[src/rtl/fetch_exec_sequencer_pkg.sv]
// Shared constants for the fetch/exec sequencer: state encodings and the watchdog
// counter sizing helper.
package fetch_exec_sequencer_pkg;

  localparam int STATE_W = 2;

  localparam logic [STATE_W-1:0] SEQ_IDLE  = 2'd0;
  localparam logic [STATE_W-1:0] SEQ_FETCH = 2'd1;
  localparam logic [STATE_W-1:0] SEQ_EXEC  = 2'd2;
  localparam logic [STATE_W-1:0] SEQ_HALT  = 2'd3;

  // Low PC bits replaced by a jump target; upper bits keep the current page.
  localparam int JUMP_LO_W = 12;

  function automatic int cnt_width(input int unsigned limit);
    return (limit < 32'd2) ? 1 : $clog2(limit + 32'd1);
  endfunction

endpackage

[src/rtl/fetch_exec_sequencer_timeout.sv]
// fetch_timeout_counter: counts consecutive FETCH cycles without mem_ready and flags
// the cycle in which the wait limit is reached. Cleared whenever FETCH is not active.
module fetch_timeout_counter
  import fetch_exec_sequencer_pkg::*;
#(
  parameter int TIMEOUT_CYCLES = 15
) (
  input  logic clk,
  input  logic reset_n,
  input  logic i_active,
  input  logic i_ready,
  output logic o_expired
);

  localparam int CNT_W = cnt_width(TIMEOUT_CYCLES);
  localparam logic [CNT_W-1:0] LIMIT = CNT_W'(TIMEOUT_CYCLES - 1);

  logic [CNT_W-1:0] r_count;

  // Wait-cycle counter; saturates at the limit so it never wraps back to zero.
  always_ff @(posedge clk) begin
    if (reset_n) begin
      r_count <= {CNT_W{1'b0}};
    end else if (!i_active) begin
      r_count <= {CNT_W{1'b0}};
    end else if (r_count != LIMIT) begin
      r_count <= r_count + {{(CNT_W-1){1'b0}}, 1'b1};
    end else begin
      r_count <= r_count;
    end
  end

  // A ready response in the limit cycle wins over the timeout.
  assign o_expired = i_active & ~i_ready & (r_count == LIMIT);

endmodule

[src/rtl/fetch_exec_sequencer.sv]
// fetch_exec_sequencer: FETCH/EXEC sequencer owning PC, instruction register and the
// retired count. Define FETCH_TIMEOUT_EN to enable the FETCH watchdog and fetch_err.
module fetch_exec_sequencer
  import fetch_exec_sequencer_pkg::*;
#(
  parameter int                WORD_W         = 16,
  parameter int                ADDR_W         = 16,
  parameter logic [ADDR_W-1:0] RESET_PC       = {ADDR_W{1'b0}},
  parameter int                TIMEOUT_CYCLES = 15
) (
  input  logic              clk,
  input  logic              reset_n,
  output logic              mem_read,
  output logic [ADDR_W-1:0] mem_addr,
  input  logic              mem_ready,
  input  logic [WORD_W-1:0] mem_data,
  output logic [WORD_W-1:0] instr,
  input  logic              jump_in,
  input  logic              regwrite_in,
  input  logic              is_wwd_in,
  input  logic              is_halt_in,
  output logic [ADDR_W-1:0] pc,
  output logic              reg_write_en,
  output logic              wwd_strobe,
  output logic [15:0]       num_inst,
  output logic              halted,
  output logic              fetch_err
);

  logic [STATE_W-1:0] r_state;
  logic [STATE_W-1:0] w_next_state;
  logic [ADDR_W-1:0]  r_pc;
  logic [ADDR_W-1:0]  w_pc_next;
  logic [WORD_W-1:0]  r_instr;
  logic [15:0]        r_num_inst;
  logic               r_mem_read;
  logic               r_halted;
  logic               w_in_fetch;
  logic               w_in_exec;
  logic               w_timeout;

  assign w_in_fetch = (r_state == SEQ_FETCH);
  assign w_in_exec  = (r_state == SEQ_EXEC);

`ifdef FETCH_TIMEOUT_EN
  fetch_timeout_counter #(
    .TIMEOUT_CYCLES(TIMEOUT_CYCLES)
  ) u_fetch_timeout (
    .clk      (clk),
    .reset_n  (reset_n),
    .i_active (w_in_fetch),
    .i_ready  (mem_ready),
    .o_expired(w_timeout)
  );
`else
  assign w_timeout = 1'b0 && (TIMEOUT_CYCLES != 0);
`endif

  // Next-state decode.
  always_comb begin
    w_next_state = r_state;
    case (r_state)
      SEQ_IDLE: w_next_state = SEQ_FETCH;
      SEQ_FETCH: begin
        if (mem_ready) begin
          w_next_state = SEQ_EXEC;
        end else if (w_timeout) begin
          w_next_state = SEQ_IDLE;
        end else begin
          w_next_state = SEQ_FETCH;
        end
      end
      SEQ_EXEC: begin
        if (is_halt_in) begin
          w_next_state = SEQ_HALT;
        end else begin
          w_next_state = SEQ_FETCH;
        end
      end
      SEQ_HALT: w_next_state = SEQ_HALT;
      default:  w_next_state = SEQ_IDLE;
    endcase
  end

  // PC successor: page-relative jump or sequential increment with natural wrap.
  always_comb begin
    if (jump_in) begin
      w_pc_next = {r_pc[ADDR_W-1:JUMP_LO_W], r_instr[JUMP_LO_W-1:0]};
    end else begin
      w_pc_next = r_pc + {{(ADDR_W-1){1'b0}}, 1'b1};
    end
  end

  // Sequencer state; mem_read and halted are registered from the next state so they are glitch-free.
  always_ff @(posedge clk) begin
    if (reset_n) begin
      r_state    <= SEQ_IDLE;
      r_pc       <= RESET_PC;
      r_instr    <= {WORD_W{1'b0}};
      r_num_inst <= 16'd0;
      r_mem_read <= 1'b0;
      r_halted   <= 1'b0;
    end else begin
      r_state    <= w_next_state;
      r_mem_read <= (w_next_state == SEQ_FETCH);
      r_halted   <= (w_next_state == SEQ_HALT);
      if (w_in_fetch && mem_ready) begin
        r_instr <= mem_data;
      end
      if (w_in_exec) begin
        r_num_inst <= r_num_inst + 16'd1;
        if (!is_halt_in) begin
          r_pc <= w_pc_next;
        end
      end
    end
  end

  assign mem_read     = r_mem_read;
  assign mem_addr     = r_pc;
  assign pc           = r_pc;
  assign instr        = r_instr;
  assign num_inst     = r_num_inst;
  assign halted       = r_halted;
  assign reg_write_en = w_in_exec & regwrite_in & ~is_halt_in;
  assign wwd_strobe   = w_in_exec & is_wwd_in & ~is_halt_in;
  assign fetch_err    = w_timeout;

endmodule

[config.mk]
export PLATFORM = sky130hd
export DESIGN_NAME = fetch_exec_sequencer
export DESIGN_NICKNAME = d
export VERILOG_FILES = /design/src/rtl/fetch_exec_sequencer_pkg.sv /design/src/rtl/fetch_exec_sequencer_timeout.sv /design/src/rtl/fetch_exec_sequencer.sv
export SDC_FILE = /design/constraint.sdc
export NUM_CORES = 1
export LEC_CHECK = 0
export ABC_AREA = 1
export CAP_MARGIN = 5
export CORE_MARGIN = 2
export CORE_UTILIZATION = 41
export DETAILED_ROUTE_END_ITERATION = 12
export PLACE_DENSITY = 0.77
export SLEW_MARGIN = 40
export SYNTH_ARGS = -nofsm -noshare
export SYNTH_HDL_FRONTEND = slang
export SYNTH_SLANG_ARGS = --single-unit
[constraint.sdc]
create_clock -name clk -period 1.2 [get_ports clk]
set_input_delay 0.24 -clock clk [delete_from_list [all_inputs] [get_ports clk]]
set_output_delay 0.24 -clock clk [all_outputs]
set_load 0.01 [all_outputs]
==> impl_metrics.sql <==
INSERT INTO impl_metrics (metric_group, metric, value, unit) VALUES
('status', 'outcome', 'finished with violations', ''),
('status', 'failed_checks', 'negative setup slack', ''),
('die', 'die_area', '0.007043', 'mm²'),
('finish', 'sequential_cell_area', '0.001107', 'mm²'),
('route', 'viasPerCell', '5.393', ''),
('clock_network', 'cts_num_sinks', '52', ''),
('min_path', 'timing.hold.worst.class', 'input port to register', ''),
('yosys', 'synth_top_cell_by_area', 'dfxtp_1', ''),
('yosys', 'number_of_library_cell_types_mapped_by_synthesis', '31', ''),
('route', 'drt_first_pass_iters', '5', ''),
('sta', 'finalWorstSetupSlack', '-0.1976', 'ns'),
('route', 'detail_route.wirelength.met1', '3.859', 'mm'),
('finish', 'area_of_the_multi_input_gates', '0.001574', 'mm²'),
('clock_network', 'ctsHtreeMaxLevel', '2', ''),
('setup_path', 'timing.critical_path.required', '1.42', 'ns'),
('die', 'die-width', '83.92', 'µm'),
('die', 'boundaryPins', '92', ''),
('clock_network', 'clock_pin_slew_of_the_registers_on_the_worst_case_setup_and_hold_paths', '0.10', 'ns'),
('route', 'met3_length', '685', 'µm'),
('global_route', 'global_route_wire_length_before_repair', '13.78', 'mm'),
('placed_design', 'last_weighted_congestion_value_of_the_routability_driven_placer', '0.9374', ''),
('route', 'mean_routed_wirelength_per_cell', '16.01', 'µm'),
('clock_network', 'clock_insertion_delay_worst_skew', '0.31', 'ns'),
('yosys', 'ys_seq_area_share', '39.75', '%'),
('die', 'start_util', '41.72', '%'),
('route', 'drt_drc_violations_left', '0', ''),
('finish', 'post_layout_nonfiller_instances', '605', ''),
('yosys', 'postSynthRegisterBits', '52', ''),
('min_path', 'hold-path-cell-count', '4', ''),
('finish', 'final.fill_count', '485', ''),
('sta', 'max_freq', '0.7155', 'GHz'),
('power', 'static-leakage-power', '0.001982', 'µW'),
('placed_design', 'port_buffers', '90', ''),
('global_route', 'number_of_global_route_vias_before_repair', '2984', ''),
('yosys', 'postSynth.asyncResetShare', '0', '%'),
('sta', 'final-setup-viol-count', '28', ''),
('die', 'floorplan.core_area', '0.006277', 'mm²'),
('sta', 'min_period_over_period', '116.5', '%'),
('setup_path', 'cp-start-kind', 'register', ''),
('finish', 'nets', '552', ''),
('route', 'wirelength', '9.688', 'mm'),
('finish', 'area_growth', '71.43', '%'),
('yosys', 'yosys_warnings', '0', ''),
('route', 'wl_met2', '4.730', 'mm'),
('clock_network', 'cts-root-buf', 'clkbuf_8', ''),
('finish', 'postLayoutCoreUtil', '71.52', '%'),
('setup_path', 'end_kind', 'register', ''),
('route', 'routed.top_layer', 'met4', ''),
('sta', 'hold_viol', '0', ''),
('die', 'fp-row-count', '29', ''),
('yosys', 'synth_enable_flop_cells', '0', ''),
('sta', 'maxSlewViolCount', '0', ''),
('power', 'power_density', '776.8', 'mW/mm²'),
('finish', 'num_antenna_cells', '0', ''),
('yosys', 'dominantRegCellSynth', 'dfxtp_1', ''),
('placed_design', 'dp_hpwl', '5.595', 'mm'),
('yosys', 'netlist_top_cells_area', 'dfxtp_1 40%, nor2_1 10%, nand2_1 10%', ''),
('setup_path', 'r2r_slack', '-0.20', 'ns'),
('yosys', 'post_syn_nets', '407', ''),
('route', 'dr_total_vias', '3263', ''),
('global_route', 'grt-ovfl-total', '0', ''),
('yosys', 'post_synth_inst_count', '382', ''),
('route', 'first_iter_violations', '318', ''),
('setup_path', 'reg2regPathDepth', '7', ''),
('sta', 'skew', '0.01217', 'ns'),
('clock_network', 'clock_tree.buffer_depth', '2', ''),
('route', 'detail-route-antenna-nets', '0', ''),
('finish', 'fraction_of_final_layout_cells_sized_beyond_drive_strength_1', '40.72', '%'),
('setup_path', 'arrival_time_reported_for_the_critical_path_endpoint', '1.61', 'ns'),
('power', 'power.ir.vdd_worst', '0.7092', 'mV'),
('clock_network', 'ctsHoldBuffers', '0', '');
==> cells in the final DEF (no fill, tap or decap), drive strengths merged, types with 2 or more instances in the layout <==
cell	synthesis	final
clkbuf	6	19
dfxtp	52	52
a21oi	28	28
nor3	4	4
o21ai	41	41
clkdlybuf4s50	0	20
clkdlybuf4s15	0	29
dlygate4sd2	0	22
nand2	74	74
nand3	17	17
buf	23	84
inv	37	37
nor2	79	79
o21a	3	3
nand4	8	8
ha	2	2
nor3b	2	2
==> cells by family (layout without fill, tap and decap cells) <==
logic type	Yosys count	count (layout)	synth area share, %
AND/OR/NAND/NOR	185	185	31.44
AO/OA/AOI/OAI	75	75	14.86
buffers and inverters	66	212	12.52
flip-flops	52	52	39.75
adder cells (fa/ha/maj)	2	2	0.9554
other	1	1	0.1432
XOR/XNOR	1	1	0.3345
==> cell usage after synthesis (all sizes together), types with 3 or more instances <==
library cell	number
a21oi	28
o21a	3
buf	23
nor3	4
nand4	8
dfxtp	52
nor2	79
clkbuf	6
nand2	74
inv	37
o21ai	41
nand3	17
==> critical path, stage by stage, from the launching register on <==
cell	delay (ns)
dfxtp_4	0.38
nand2_2	0.09
nor2_4	0.14
buf_4	0.13
nand4_1	0.19
buf_4	0.20
o21ai_1	0.12
nor2_1	0.05
==> worst paths after layout <==
kind | endpoint | from
min | halted | is_halt_in
max reg2reg | mem_addr[12] | mem_addr[8]
min reg2reg | num_inst[5] | num_inst[5]
max | mem_addr[12] | mem_addr[8]
==> routing by layer <==
metal	GRT usage, %	up-vias
li1	-	1502
met1	28.67	1507
met2	41.45	206
met3	4.451	48
met4	8.211	0
met5	0	-
==> what timing repair did <==
action                                  4_1_cts  5_1_grt
gates resized for setup                     196      108
endpoints found under the setup margin       94       76
pin swaps                                    23       42
endpoints found under the hold margin         0        0
setup buffers                                11       11
gates cloned                                  1        0
==> registers in the layout (all words and copies together), names as in the netlist <==
| register | cells |
|---|---|
| halted | 1 |
| instr | 16 |
| mem_addr | 16 |
| mem_read | 1 |
| num_inst | 16 |
| r_state | 2 |
==> report_power, final <==
group | internal [µW] | switching (µW) | leakage (µW)
clock | 470 | 599 | 0.0000445
sequential | 1770 | 46.3 | 0.000442
combinational | 295 | 308 | 0.00150
==> area by class of cell <==
cell class              count  share of cell area, %
repair buffers            167                  32.61
clock inverters             1                 0.1672
inverters                  37                  3.428
flip-flops and latches     52                  24.67
well taps                  77                  2.146
clock buffers               7                  1.923
multi-input cells         264                  35.06
==> stage by stage <==
stage / hold WS [ns] / instance area [µm²]
final: 0.4730 / 4489
after global routing: 0.5046 / 4489
after CTS: 0.4738 / 4213
after detailed placement: 0.4545 / 3881
after global placement: 0.4491 / 3881
after floorplan: 0.4049 / 2660
Power figures use the tool's default switching activity.
